<file path="src/rtl/alu_mc.sv">
// alu_mc: registered N-bit signed ALU. add/sub/logic/shift finish in one cycle; div/rem
// (and mul when the ALU_MC_MUL_EN macro is defined) iterate N cycles on operand magnitudes.
module alu_mc #(
    parameter int N = 6
) (
    input  logic         clk,
    input  logic         rst,
    input  logic         start,
    input  logic [N-1:0] a,
    input  logic [N-1:0] b,
    input  logic [3:0]   ctrl,
    output logic [N-1:0] result,
    output logic [3:0]   flags,
    output logic         busy,
    output logic         done
);

    localparam int            CW     = $clog2(N);
    localparam logic [CW-1:0] C_LAST = CW'(N - 1);
    localparam logic [N-1:0]  C_N    = N'(N);

    localparam logic [3:0] OP_ADD = 4'b0000;
    localparam logic [3:0] OP_SUB = 4'b0001;
    localparam logic [3:0] OP_AND = 4'b0010;
    localparam logic [3:0] OP_OR  = 4'b0011;
    localparam logic [3:0] OP_XOR = 4'b0100;
    localparam logic [3:0] OP_SHL = 4'b0101;
    localparam logic [3:0] OP_SHR = 4'b0110;
`ifdef ALU_MC_MUL_EN
    localparam logic [3:0] OP_MUL = 4'b0111;
`endif
    localparam logic [3:0] OP_DIV = 4'b1000;
    localparam logic [3:0] OP_REM = 4'b1001;

    typedef enum logic [1:0] {S_IDLE, S_ITER, S_DONE} state_t;
    typedef enum logic [1:0] {K_MUL, K_DIV, K_REM}    kind_t;

    state_t        r_state;
    kind_t         r_kind;
    logic [CW-1:0] r_cnt;
    logic [N-1:0]  r_dvd;
    logic [N-1:0]  r_dvs;
    logic [N-1:0]  r_rem;
    logic          r_neg_a;
    logic          r_neg_q;
    logic          r_div0;

    logic          w_accept;
    logic          w_is_iter;
    kind_t         w_kind;
    logic [N:0]    w_add;
    logic [N-1:0]  w_sub;
    logic [N-1:0]  w_sra;
    logic [N-1:0]  w_mag_a;
    logic [N-1:0]  w_mag_b;
    logic [N-1:0]  w_sc_res;
    logic          w_sc_c;
    logic          w_sc_v;
    logic [N:0]    w_div_shift;
    logic [N:0]    w_div_diff;
    logic          w_div_ge;
    logic [N-1:0]  w_rem_nxt;
    logic [N-1:0]  w_dvd_nxt;
    logic [N-1:0]  w_fin_res;
    logic          w_fin_v;
`ifdef ALU_MC_MUL_EN
    logic [N:0]    w_mul_sum;
    logic [2*N-1:0] w_sprod;
`endif

    function automatic logic [3:0] mk_flags(input logic [N-1:0] res, input logic c, input logic v);
        return {res[N-1], (res == '0), c, v};
    endfunction

    assign w_accept = start && !busy;
    assign w_add    = {1'b0, a} + {1'b0, b};
    assign w_sub    = a - b;
    assign w_sra    = $signed(a) >>> b;
    assign w_mag_a  = a[N-1] ? -a : a;
    assign w_mag_b  = b[N-1] ? -b : b;

    // NOTE: every signal driven here gets a default first, so no path can infer a latch.
    always_comb begin
        w_sc_res = '0;
        w_sc_c   = 1'b0;
        w_sc_v   = 1'b0;
        case (ctrl)
            OP_ADD: begin
                w_sc_res = w_add[N-1:0];
                w_sc_c   = w_add[N];
                w_sc_v   = (a[N-1] == b[N-1]) && (w_add[N-1] != a[N-1]);
            end
            OP_SUB: begin
                w_sc_res = w_sub;
                w_sc_v   = (a[N-1] != b[N-1]) && (w_sub[N-1] != a[N-1]);
            end
            OP_AND:  w_sc_res = a & b;
            OP_OR:   w_sc_res = a | b;
            OP_XOR:  w_sc_res = a ^ b;
            OP_SHL:  w_sc_res = (b >= C_N) ? '0 : (a << b);
            OP_SHR:  w_sc_res = (b >= C_N) ? {N{a[N-1]}} : w_sra;
            default: w_sc_res = '0;
        endcase
    end

    always_comb begin
        w_is_iter = 1'b0;
        w_kind    = K_DIV;
        case (ctrl)
            OP_DIV: w_is_iter = 1'b1;
            OP_REM: begin
                w_is_iter = 1'b1;
                w_kind    = K_REM;
            end
`ifdef ALU_MC_MUL_EN
            OP_MUL: begin
                w_is_iter = 1'b1;
                w_kind    = K_MUL;
            end
`endif
            default: w_is_iter = 1'b0;
        endcase
    end

    // Restoring divide step: r_dvd shifts the dividend out and the quotient in.
    assign w_div_shift = {r_rem, r_dvd[N-1]};
    assign w_div_diff  = w_div_shift - {1'b0, r_dvs};
    assign w_div_ge    = !w_div_diff[N];
`ifdef ALU_MC_MUL_EN
    assign w_mul_sum   = {1'b0, r_rem} + (r_dvd[0] ? {1'b0, r_dvs} : '0);
`endif

    always_comb begin
        w_rem_nxt = w_div_ge ? w_div_diff[N-1:0] : w_div_shift[N-1:0];
        w_dvd_nxt = {r_dvd[N-2:0], w_div_ge};
`ifdef ALU_MC_MUL_EN
        // Shift-add multiply: {r_rem, r_dvd} is the product register, multiplier in the low half.
        if (r_kind == K_MUL) begin
            w_rem_nxt = w_mul_sum[N:1];
            w_dvd_nxt = {w_mul_sum[0], r_dvd[N-1:1]};
        end
`endif
    end

    always_comb begin
        w_fin_res = '0;
        w_fin_v   = 1'b0;
`ifdef ALU_MC_MUL_EN
        w_sprod   = r_neg_q ? -{w_rem_nxt, w_dvd_nxt} : {w_rem_nxt, w_dvd_nxt};
`endif
        case (r_kind)
            K_DIV: begin
                if (r_div0) begin
                    w_fin_v = 1'b1;
                end else begin
                    w_fin_res = r_neg_q ? -w_dvd_nxt : w_dvd_nxt;
                    w_fin_v   = !r_neg_q && w_dvd_nxt[N-1];
                end
            end
            K_REM: begin
                if (r_div0) begin
                    w_fin_v = 1'b1;
                end else begin
                    w_fin_res = r_neg_a ? -w_rem_nxt : w_rem_nxt;
                end
            end
`ifdef ALU_MC_MUL_EN
            K_MUL: begin
                w_fin_res = w_sprod[N-1:0];
                w_fin_v   = (w_sprod[2*N-1:N-1] != '0) && (w_sprod[2*N-1:N-1] != '1);
            end
`endif
            default: w_fin_res = '0;
        endcase
    end

    // NOTE: working registers carry no reset; acceptance always loads them before they are read.
    always_ff @(posedge clk) begin
        if (w_accept && w_is_iter) begin
            r_kind  <= w_kind;
            r_dvd   <= w_mag_a;
            r_dvs   <= w_mag_b;
            r_rem   <= '0;
            r_neg_a <= a[N-1];
            r_neg_q <= a[N-1] ^ b[N-1];
            r_div0  <= (b == '0);
        end else if (busy) begin
            r_dvd <= w_dvd_nxt;
            r_rem <= w_rem_nxt;
        end
    end

    // NOTE: sequential state uses non-blocking assignments so every register samples pre-edge values.
    always_ff @(posedge clk) begin
        if (rst) begin
            r_state <= S_IDLE;
            r_cnt   <= '0;
            result  <= '0;
            flags   <= '0;
            busy    <= 1'b0;
            done    <= 1'b0;
        end else begin
            done <= 1'b0;
            case (r_state)
                S_ITER: begin
                    r_cnt <= r_cnt + 1'b1;
                    if (r_cnt == C_LAST) begin
                        r_state <= S_DONE;
                        busy    <= 1'b0;
                        done    <= 1'b1;
                        result  <= w_fin_res;
                        flags   <= mk_flags(w_fin_res, 1'b0, w_fin_v);
                    end
                end
                default: begin
                    if (w_accept) begin
                        if (w_is_iter) begin
                            r_state <= S_ITER;
                            r_cnt   <= '0;
                            busy    <= 1'b1;
                        end else begin
                            r_state <= S_DONE;
                            done    <= 1'b1;
                            result  <= w_sc_res;
                            flags   <= mk_flags(w_sc_res, w_sc_c, w_sc_v);
                        end
                    end else begin
                        r_state <= S_IDLE;
                    end
                end
            endcase
        end
    end

endmodule
</file>
<file path="config.mk">
export PLATFORM = sky130hd
export DESIGN_NAME = alu_mc
export DESIGN_NICKNAME = d
export VERILOG_FILES = /design/src/rtl/alu_mc.sv
export SDC_FILE = /design/constraint.sdc
export NUM_CORES = 1
export LEC_CHECK = 0
export ABC_AREA = 1
export CAP_MARGIN = 10
export CORE_UTILIZATION = 44
export DETAILED_ROUTE_END_ITERATION = 8
export PLACE_DENSITY = 0.7
export RECOVER_POWER = 100
export SYNTH_ARGS = -nofsm -noshare
export SYNTH_HDL_FRONTEND = slang
export SYNTH_SLANG_ARGS = --single-unit
</file>
<file path="constraint.sdc">
create_clock -name clk -period 7.5 [get_ports clk]
set_input_delay 0.75 -clock clk [delete_from_list [all_inputs] [get_ports clk]]
set_output_delay 0.75 -clock clk [all_outputs]
set_load 0.005 [all_outputs]
</file>
==> results.py <==
metrics = {
    "run_status": {
        "outcome": "completed",
    },
    "synth": {
        "synth_largest_area_cell": "nand2_1",
        "synth_area_sq_um": 3650,
        "synth.most_common_cell": "nand2_1",
        "ys_types": 36,
        "synth_area_leaders": "nand2_1 (14%), edfxtp_1 (14%), dfxtp_1 (12%)",
        "yosys.area_share.simple_pct": 34.0,
        "synth-adder-area-share_pct": 12.3,
        "syn-num-nets": 609,
        "synth_commonest_cells": "nand2_1 (137), inv_1 (77), nor2_1 (59)",
        "synth-xor-area-share_pct": 2.16,
        "async_flop_share_pct": 0,
        "yosys_warnings": 0,
        "synth_mux_area_share_pct": 0,
        "synth_top_area_share_pct": 14.1,
        "synth-seq-cells": 39,
        "synthCells": 556,
        "synthFlopType": "dfxtp_1",
        "synth_top_family_by_area": "simple AND/OR/NAND/NOR gates",
        "synth_edf_count": 17,
        "synth-compound-area-share_pct": 15.9,
        "postSynthAreaPerCell_sq_um": 6.57,
        "synth_seq_area_share_pct": 26.0,
    },
    "global_route": {
        "grt_pass1_vias": 3453,
        "grt_pass1_wl_mm": 16.0,
        "use_met2_pct": 38.6,
        "gr-usage-met1_pct": 30.2,
        "grt_max_degree": 21,
        "grt.overflow.total": 0,
        "grt_use_total_pct": 22.8,
        "top_usage_layer": "met2",
        "antenna_found_initial": 0,
        "met3_usage_pct": 2.44,
    },
    "hold_path": {
        "hold_path_end": "result[2]$_SDFFE_PP0P_",
        "worstHoldStart": "result[2]$_SDFFE_PP0P_",
        "whs_path_depth": 2,
        "hold_path.class": "register to register",
    },
    "cells_and_area": {
        "fin_nets": 637,
        "diodes": 0,
        "final_core_util_pct": 52.5,
        "ff_latch_area_sq_um": 951,
        "fin_cells": 687,
        "nFillCells": 777,
        "multiInputGateArea_sq_um": 2340,
        "area_growth_pct": 13.4,
        "layout-drive-gt1-share_pct": 5.47,
    },
    "sta": {
        "slew_headroom_pct": 50.7,
        "worst_pin_slew_ns": 0.736,
        "drv_slew": 0,
        "setup_viol": 0,
        "hold-worst-slack_ns": 0.465,
        "grt_setup_unrepaired": "false",
        "final.min_clock_period_ns": 3.38,
        "finalCritPeriodShare_pct": 45.1,
        "setup_tns_ns": 0,
        "hold_viol": 0,
        "max_freq_ghz": 0.296,
        "clock_skew_ns": 0.00603,
    },
    "power_and_ir_drop": {
        "peakVddDrop_uv": 92.6,
        "cellLeakagePower_nw": 1.96,
        "p_total_mw": 0.837,
        "powerDensity_nw_per_um2": 202,
    },
    "critical_path": {
        "r2r-start": "r_dvd[5]$_DFFE_PP_",
        "worstSetupEndpointType": "register",
        "crit_fanout": 15,
        "r2r_end": "flags[2]$_SDFFE_PP0P_",
        "cp.required_ns": 7.72,
        "critical_path_arrival_ns": 3.60,
        "crit_path_start_kind": "input port",
        "reg2reg_slack_ns": 4.66,
        "reg2reg_depth": 18,
        "crit_type": "input port to register",
        "cp-startpoint": "b[1]",
    },
    "clocking": {
        "postCtsHoldBufs": 0,
        "cts_tree": "built",
        "cts_setup_buffers": 0,
        "cts_resized": 0,
        "cts_root_buf": "clkbuf_8",
        "clk_pin_slew_ns": 0.07,
        "cts.htree.levels": 2,
        "cts_sinks": 39,
        "cts_made_buffers": 5,
        "clock_path_buffers": 2,
        "insertion_delay_ns": 0.28,
    },
    "place": {
        "place.gp.congestion": 0.927,
        "port_buffers": 30,
        "hpwl_mm": 7.60,
        "place_inst": 679,
    },
    "detailed_routing": {
        "post_drt_via_cell_ratio": 5.40,
        "drt-initial-drc-count": 229,
        "via_count": 3710,
        "drt_first_pass_iters": 5,
        "drt_wl_total_mm": 9.58,
        "drc": 0,
        "ant_nets": 0,
        "avgRoutedWirePerCell_um": 13.9,
    },
    "floorplan": {
        "die_x_um": 93.1,
        "die_area_sq_um": 8670,
        "core_area_sq_um": 7890,
        "num_rows": 32,
        "initial_core_util_pct": 46.3,
        "io_pins": 31,
        "die_height_um": 93.1,
    },
    "job": {
        "cap_violations": 0,
    },
}
## layout make-up
cell class / count / area share (%)
Multi-Input combinational cell: 427 / 56.5
Sequential cell: 39 / 23.0
Inverter: 81 / 7.34
Timing Repair Buffer: 30 / 7.25
Tap cell: 102 / 3.08
Clock buffer: 6 / 1.99
Clock inverter: 2 / 0.846
## worst max-delay path: stages
cell,delay (ns)
dlygate4sd3_1,0.81
inv_1,0.34
ha_1,0.42
nor2_1,0.05
o21ai_0,0.14
nand2_1,0.09
nand2_1,0.09
nand2_1,0.08
a21o_1,0.18
nand2_1,0.07
nand2_1,0.05
nand2_1,0.05
nand4_1,0.12
nor2_1,0.13
a21oi_1,0.09
a21oi_2,0.14
## kinds of logic after synthesis
| logic type | Yosys count |
|---|---|
| compound gates | 102 |
| buf+inv | 90 |
| flops | 39 |
| simple gates | 282 |
| fa+ha+maj | 34 |
| xor+xnor | 9 |
## report_power, final
part / leakage [nW] / switching [mW] / internal (mW)
logic: 1.56 / 0.254 / 0.141
registers: 0.332 / 0.0167 / 0.245
clock network: 0.0612 / 0.0731 / 0.108
total: 1.96 / 0.344 / 0.494
## layout by cell type, fill, tap and decap left out, types with 7 or more instances in the layout
| cell type | instances |
|---|---|
| o211ai_1 | 7 |
| nand2_2 | 10 |
| o22ai_1 | 13 |
| xor2_1 | 8 |
| dlygate4sd3_1 | 16 |
| a21oi_1 | 33 |
| ha_1 | 31 |
| dfxtp_1 | 22 |
| edfxtp_1 | 17 |
| inv_1 | 77 |
| o21ai_0 | 35 |
| nand3_1 | 55 |
| clkdlybuf4s50_1 | 14 |
| nor2_1 | 59 |
| nand2_1 | 137 |
## how the worst max path moves through the flow
stage	to	slack, ns	cells after the start
2_1_floorplan	flags[2]$_SDFFE_PP0P_	4.78	17
3_3_place_gp	result[5]$_SDFFE_PP0P_	4.01	17
3_5_place_dp	flags[2]$_SDFFE_PP0P_	3.94	14
4_1_cts	flags[2]$_SDFFE_PP0P_	4.25	16
5_1_grt	flags[2]$_SDFFE_PP0P_	3.80	16
6_report	flags[2]$_SDFFE_PP0P_	4.12	16
## routing by layer
layer | share of wire, % | vias up | routed length (um)
met3 | 5.9 | 13 | 565
met4 | 2.5 | 0 | 235
li1 | - | 1880 | -
met1 | 45 | 1663 | 4290
met2 | 47 | 154 | 4490
met5 | 0 | - | 0
## registers in the layout, summed over array words and instances, names as in the netlist
register / flops
r_div0: 1
r_dvd: 6
busy: 1
flags: 3
r_state: 2
result: 6
r_dvs: 6
r_rem: 6
r_neg_a: 1
r_cnt: 3
r_neg_q: 1
r_kind: 2
done: 1
## per-stage QoR
stage / area [sq um] / setup WS [ns]
3_5_place_dp: 4030 / 3.94
5_1_grt: 4140 / 3.80
2_1_floorplan: 3650 / 4.78
6_report: 4140 / 4.12
4_1_cts: 4150 / 4.25
3_3_place_gp: 4030 / 4.01
(Power assumes the default switching activity.)
